<file path="config.mk">
export PLATFORM = sky130hd
export DESIGN_NAME = udc_sequencer_flat
export DESIGN_NICKNAME = d
export VERILOG_FILES = /design/src/rtl/udc_sequencer_if.sv /design/src/rtl/udc_sequencer.sv /design/src/flat_wrapper.sv
export SDC_FILE = /design/constraint.sdc
export NUM_CORES = 1
export LEC_CHECK = 0
export CORE_ASPECT_RATIO = 1.4
export CORE_UTILIZATION = 46
export CTS_CLUSTER_DIAMETER = 150
export DETAILED_ROUTE_END_ITERATION = 12
export GPL_TIMING_DRIVEN = 1
export PLACE_DENSITY = 0.73
export SYNTH_ARGS = -nofsm -noshare
export SYNTH_HDL_FRONTEND = slang
export SYNTH_SLANG_ARGS = --single-unit
export TNS_END_PERCENT = 10
</file>
<file path="constraint.sdc">
create_clock -name clk -period 1.8 [get_ports clk]
set_input_delay 0.36 -clock clk [delete_from_list [all_inputs] [get_ports clk]]
set_output_delay 0.36 -clock clk [all_outputs]
set_load 0.01 [all_outputs]
</file>
<file path="src/rtl/udc_sequencer_if.sv">
// Board-side bundle of the up/down counter sequencer: raw buttons and count
// readback in, counter controls and mode glyph out.
interface udc_sequencer_if;
  logic       btn_start;
  logic       btn_stop;
  logic       btn_dir;
  logic [3:0] count_in;
  logic       cnt_en;
  logic       cnt_up;
  logic       cnt_clr;
  logic       busy;
  logic [6:0] seg;

  modport master (
    input  btn_start, btn_stop, btn_dir, count_in,
    output cnt_en, cnt_up, cnt_clr, busy, seg
  );

  modport slave (
    output btn_start, btn_stop, btn_dir, count_in,
    input  cnt_en, cnt_up, cnt_clr, busy, seg
  );
endinterface

</file>
<file path="src/rtl/udc_sequencer.sv">
// Run/pause/direction sequencer for a 4-bit up/down counter: button
// conditioning, clear/run/pause FSM, step prescaler and mode glyph.
module udc_sequencer #(
  parameter int TICK_DIV   = 4,
  parameter int DEB_CYCLES = 2
) (
  input logic             clk,
  input logic             reset,
  udc_sequencer_if.master bus
);

  localparam int PW = $clog2(TICK_DIV);
  localparam int DW = $clog2(DEB_CYCLES + 1);
  localparam logic [PW-1:0] PRESC_MAX = PW'(TICK_DIV - 1);
  localparam logic [DW-1:0] DEB_MAX   = DW'(DEB_CYCLES - 1);

  localparam logic [6:0] SEG_DASH = 7'b1000000;
  localparam logic [6:0] SEG_U    = 7'b0111110;
  localparam logic [6:0] SEG_D    = 7'b1011110;
  localparam logic [6:0] SEG_P    = 7'b1110011;

  typedef enum logic [1:0] {IDLE, CLEAR, RUN, PAUSE} state_t;

  logic [2:0]    btn_raw;
  logic [2:0]    sync_p0;
  logic [2:0]    sync_p1;
  logic [2:0]    deb_lvl;
  logic [2:0]    deb_lvl_d;
  logic [2:0]    press;
  logic [DW-1:0] deb_cnt [3];

  state_t        state;
  state_t        state_nxt;
  logic [PW-1:0] presc;
  logic          dir;
  logic          dir_nxt;
  logic          dir_pend;
  logic          pend_nxt;
  logic          cnt_en_q;
  logic          en_nxt;
  logic          start_p;
  logic          stop_p;
  logic          dir_p;
  logic          tick;
  logic          at_limit;
  logic          dir_tgl;

  assign btn_raw = {bus.btn_dir, bus.btn_stop, bus.btn_start};

  // Button conditioning: 2-flop sync, debounce, registered rising-edge pulse
  always_ff @(posedge clk) begin
    if (reset) begin
      sync_p0   <= '0;
      sync_p1   <= '0;
      deb_lvl   <= '0;
      deb_lvl_d <= '0;
      press     <= '0;
      for (int i = 0; i < 3; i++) deb_cnt[i] <= '0;
    end else begin
      sync_p0   <= btn_raw;
      sync_p1   <= sync_p0;
      deb_lvl_d <= deb_lvl;
      press     <= deb_lvl & ~deb_lvl_d;
      for (int i = 0; i < 3; i++) begin
        if (sync_p1[i] != deb_lvl[i]) begin
          if (deb_cnt[i] == DEB_MAX) begin
            deb_lvl[i] <= sync_p1[i];
            deb_cnt[i] <= '0;
          end else begin
            deb_cnt[i] <= deb_cnt[i] + 1'b1;
          end
        end else begin
          deb_cnt[i] <= '0;
        end
      end
    end
  end

  assign start_p = press[0];
  assign stop_p  = press[1];
  assign dir_p   = press[2];

  // Mode sequencing; stop outranks start when both arrive together
  always_comb begin
    state_nxt = state;
    unique case (state)
      IDLE:    if (start_p && !stop_p) state_nxt = CLEAR;
      CLEAR:   state_nxt = RUN;
      RUN:     if (stop_p) state_nxt = PAUSE;
      PAUSE: begin
        if (stop_p)       state_nxt = IDLE;
        else if (start_p) state_nxt = RUN;
      end
      default: state_nxt = IDLE;
    endcase
  end

  // A tick on the way out of RUN is dropped entirely
  assign tick     = (state == RUN) && (presc == PRESC_MAX) && (state_nxt == RUN);
  assign at_limit = dir ? (bus.count_in == 4'hF) : (bus.count_in == 4'h0);
  assign dir_tgl  = dir_p && ((state == RUN) || (state == PAUSE));

  // A dir press landing on a stepping tick is deferred one cycle so the
  // strobe leaves with the old direction; on a bounce tick it is discarded.
  always_comb begin
    dir_nxt  = dir ^ dir_pend;
    pend_nxt = 1'b0;
    en_nxt   = 1'b0;
    if (state == IDLE && state_nxt == CLEAR) begin
      dir_nxt = 1'b1;
    end else if (tick && at_limit) begin
      dir_nxt = ~dir;
    end else if (tick) begin
      en_nxt   = 1'b1;
      pend_nxt = dir_tgl;
    end else if (dir_tgl) begin
      dir_nxt = ~(dir ^ dir_pend);
    end
  end

  always_ff @(posedge clk) begin
    if (reset) begin
      state    <= IDLE;
      presc    <= '0;
      dir      <= 1'b1;
      dir_pend <= 1'b0;
      cnt_en_q <= 1'b0;
    end else begin
      state    <= state_nxt;
      dir      <= dir_nxt;
      dir_pend <= pend_nxt;
      cnt_en_q <= en_nxt;
      if (state != RUN && state_nxt == RUN) begin
        presc <= '0;
      end else if (state == RUN) begin
        presc <= (presc == PRESC_MAX) ? '0 : presc + 1'b1;
      end
    end
  end

  assign bus.cnt_en  = cnt_en_q;
  assign bus.cnt_up  = dir;
  assign bus.cnt_clr = (state == CLEAR);
  assign bus.busy    = (state == RUN) || (state == PAUSE);

  always_comb begin
    bus.seg = SEG_DASH;
    unique case (state)
      IDLE:    bus.seg = SEG_DASH;
      CLEAR:   bus.seg = SEG_U;
      RUN:     bus.seg = dir ? SEG_U : SEG_D;
      PAUSE:   bus.seg = SEG_P;
      default: bus.seg = SEG_DASH;
    endcase
  end

endmodule

</file>
<file path="src/flat_wrapper.sv">
// flat-port wrapper written by rule: the top's interface ports become plain ports
module udc_sequencer_flat 
#(
  parameter int TICK_DIV   = 4,
  parameter int DEB_CYCLES = 2
)
  (clk, reset, bus_btn_start, bus_btn_stop, bus_btn_dir, bus_count_in, bus_cnt_en, bus_cnt_up, bus_cnt_clr, bus_busy, bus_seg);
  udc_sequencer_if bus_i ();
  input logic clk;
  input logic reset;
  input wire logic [$bits(bus_i.btn_start)-1:0] bus_btn_start;
  input wire logic [$bits(bus_i.btn_stop)-1:0] bus_btn_stop;
  input wire logic [$bits(bus_i.btn_dir)-1:0] bus_btn_dir;
  input wire logic [$bits(bus_i.count_in)-1:0] bus_count_in;
  output wire logic [$bits(bus_i.cnt_en)-1:0] bus_cnt_en;
  output wire logic [$bits(bus_i.cnt_up)-1:0] bus_cnt_up;
  output wire logic [$bits(bus_i.cnt_clr)-1:0] bus_cnt_clr;
  output wire logic [$bits(bus_i.busy)-1:0] bus_busy;
  output wire logic [$bits(bus_i.seg)-1:0] bus_seg;
  assign bus_i.btn_start = bus_btn_start;
  assign bus_i.btn_stop = bus_btn_stop;
  assign bus_i.btn_dir = bus_btn_dir;
  assign bus_i.count_in = bus_count_in;
  assign bus_cnt_en = bus_i.cnt_en;
  assign bus_cnt_up = bus_i.cnt_up;
  assign bus_cnt_clr = bus_i.cnt_clr;
  assign bus_busy = bus_i.busy;
  assign bus_seg = bus_i.seg;
  udc_sequencer #(.TICK_DIV(TICK_DIV), .DEB_CYCLES(DEB_CYCLES)) u_core (.clk(clk), .reset(reset), .bus(bus_i));
endmodule
</file>
==> impl_results.md <==
- Final core utilization: 63.17%
- Row cnt: 21
- Max Fclk: 566.3 MHz
- Number of global-route vias before repair: 913
- Worst Setup End Kind: output port
- WHS Path Cells: 1
- HP Start: u_core.deb_lvl_d[0]$_SDFF_PP0_
- Final setup margin: about 0.034 ns
- Hold_ws: about 0.40 ns
- Share of cells above drive strength 1: 15.13%
- Clk buf depth: 2
- Worst Hold Path EP: u_core.press[0]$_SDFF_PP0_
- Reg-to-reg critical path startpoint: u_core.state[1]$_SDFF_PP0_
- Setup CP Type: reg -> out
- Ports: 20
- Setup Skew: 0.005716 ns
- Fin area: 1560 um^2
- Worst path required time: 1.44 ns
- First-pass GRT wire length: ~3500 um
- Yosys warnings: 0
- Clock Sinks: 28
- Hold-fix buffers, CTS: 0
- Port Buffers: 19
- Die width: 45.75 um
- Cts bufs inserted: 3
- Setup Viol. Count Final: 0
- Die area: 2893 um^2
- Multi-input gate area: about 610 um^2
- Detail Route Antenna Nets: 0
- Area Growth Syn to Fin: 26.60%
- Pins Over Slew Limit: 0
- Iteration-0 DRC count of the detailed router: 10
- Largest net degree at the start of global routing: 22
- Max VDD drop: 549.2 uV
- #FFs+latches synth: 28
- Status: finished, final reports clean
- Max FO, Critical Path: 5
- CORE AREA: approximately 2500 um^2
- Mean area per synthesized cell: approximately 10 um^2
- Initial Util: about 50%
- Final hold violation count: 0
- Top FF cell, synth: dfxtp_1
- RePlAce Congestion: 0.8468
- Number of enable flip-flop cells after synthesis: 6
- Worst slew pin tran: between 0.5 and 0.6 ns
- Crit start category: register
- DIE HEIGHT: 63.25 um
- Seq/Total Area, Yosys: 50.36%
- Sequential cell area: 625.6 um^2
- CTS tree: yes
- Pwr dens: 748.0 nW/um^2
- Post-DR vias/cell: 4.962
- Final HPWL DP: around 1600 um
- Post-layout nets: 171
- Clock slew at reported path FFs: between 0.1 and 0.15 ns
- FF-to-FF path depth: 7
- Hold WC Path Type: reg -> reg
- Critical Path AT: 1.41 ns
- Relative slew slack: 64.79%
- Global Route Usage Sum: between 10% and 20%
- Grt total ovfl: 0
- RSZ-0062 raised after global routing: yes
- Detailed Route WL: around 2000 um
- Antenna violations before repair: 0
- WL/cell: 11.00 um
- Worst-Skew Late Latency: 0.31 ns
- CP startpoint: u_core.state[1]$_SDFF_PP0_
- Yosys cell types: 38
- Final Cycle Share: 98.11%
- Worst reg2reg endpoint: u_core.bus.cnt_up$_SDFF_PP1_
- Leak: about 0.66 nW
- DRC Markers: 0
- Root Buffer: clkbuf_4
- FF-to-FF setup slack: 0.10 ns
- DR pass1 iterations: 5
- Pre-CTS setup slack: approximately 0.0038 ns
- Final min period: between 1.5 and 2 ns
- Syn Std Cell Area: 1232 um^2
- Vias post-DR: 923
- N_diodes: 0
- Fill count: 230
- H-Tree Depth: 1
- Synth async-reset ratio: 0%
- Area after DPL: 1516 um^2
- Synth Instances: 122
- Max cap viols: 0
## layout make-up
class,count,share of cell area [%]
multi-input combinational,87,39.13
sequential,28,40.10
inverter,7,1.684
timing repair buffer,27,14.92
clock buffer,3,1.443
tap,34,2.727
## cell usage in the layout (no fill, tap or decap), drive strengths merged, types with 2 or more instances in the layout
cell           Yosys  layout
dfxtp             22      22
nor2              15      15
nor2b             15      15
clkdlybuf4s50      0      10
buf                2      10
ha                 8       8
inv                7       7
dlygate4sd2        0       6
edfxtp             6       6
conb               1       6
o21ai              6       6
xnor2              4       4
a21oi              3       3
or3                3       3
mux2i              3       3
clkbuf             3       3
nor3b              2       2
o41ai              2       2
nand2              2       2
nand3              2       2
nor4               2       2
## routing by layer
| metal | GRT usage [%] | vias to the layer above | share of wire [%] | wire [um] |
|---|---|---|---|---|
| met5 | 0 | - | 0 | 0 |
| met4 | 9.191 | 0 | 3.8 | 78 |
| met1 | 16.42 | 427 | 40 | 825 |
| li1 | - | 467 | - | - |
| met3 | 1.719 | 6 | 3.2 | 66 |
| met2 | 29.64 | 23 | 53 | 1075 |
## how the worst max path moves through the flow
stage | to | slack [ns] | cells past startpoint
2_1_floorplan | u_core.bus.cnt_up$_SDFF_PP1_ | 0.08 | 6
3_3_place_gp | bus_seg[6] | 0.02 | 4
3_5_place_dp | u_core.bus.cnt_up$_SDFF_PP1_ | 0.004 | 6
4_1_cts | bus_seg[6] | 0.005 | 5
5_1_grt | bus_cnt_clr | -0.03 | 4
6_report | bus_cnt_clr | 0.03 | 4
## report_power, final
| group | internal, mW | switching (mW) |
|---|---|---|
| combinational | 0.127 | 0.113 |
| clock | 0.0782 | 0.162 |
| sequential | 0.667 | 0.0188 |
| total | 0.873 | 0.294 |
## registers in the layout (all words and copies together), names as in the netlist
name	flops
u_core.dir_pend	1
u_core.deb_cnt	6
u_core.deb_lvl_d	3
u_core.state	2
u_core.sync_p0	3
u_core.presc	2
u_core.bus.cnt_en	1
u_core.deb_lvl	3
u_core.press	3
u_core.sync_p1	3
u_core.bus.cnt_up	1
## synth_stat cells, drive strengths merged (2+ instances only)
library cell	count	share of area (%)
dfxtp	22	36
nor2	15	4.6
nor2b	15	7.8
ha	8	8.1
inv	7	2.1
edfxtp	6	15
o21ai	6	2.7
xnor2	4	2.8
a21oi	3	1.2
clkbuf	3	1.0
mux2i	3	2.4
or3	3	1.5
buf	2	1.2
nand2	2	0.61
nand3	2	1.2
nor3b	2	1.2
nor4	2	1.0
o41ai	2	1.4
## timing repair
item,4_1_cts,5_1_grt
resized for setup,20,6
endpoints found under the setup margin,9,7
pin swaps,0,0
buffers inserted,0,0
## worst max-delay path, cell delays in order (launching register included)
cell and delay [ns]:
dfxtp_4 0.41, inv_1 0.08, buf_4 0.14, ha_1 0.18
dlygate4sd2_1 0.28
## per-stage QoR
stage	power, mW	cells	TNS, ns
2_1_floorplan	0.8252	127	0
3_3_place_gp	0.9375	183	0
3_5_place_dp	0.9459	183	0
4_1_cts	1.169	186	0
5_1_grt	1.234	186	-0.06260
6_report	1.167	186	0
## kinds of logic after synthesis
group,share of synthesized area (%)
compound gates,7.716
xor+xnor,3.553
fa+ha+maj,8.122
mux,2.437
buf+inv,4.365
simple gates,23.15
other cells,0.3043
flops,50.35
(Power assumes the default switching activity.)
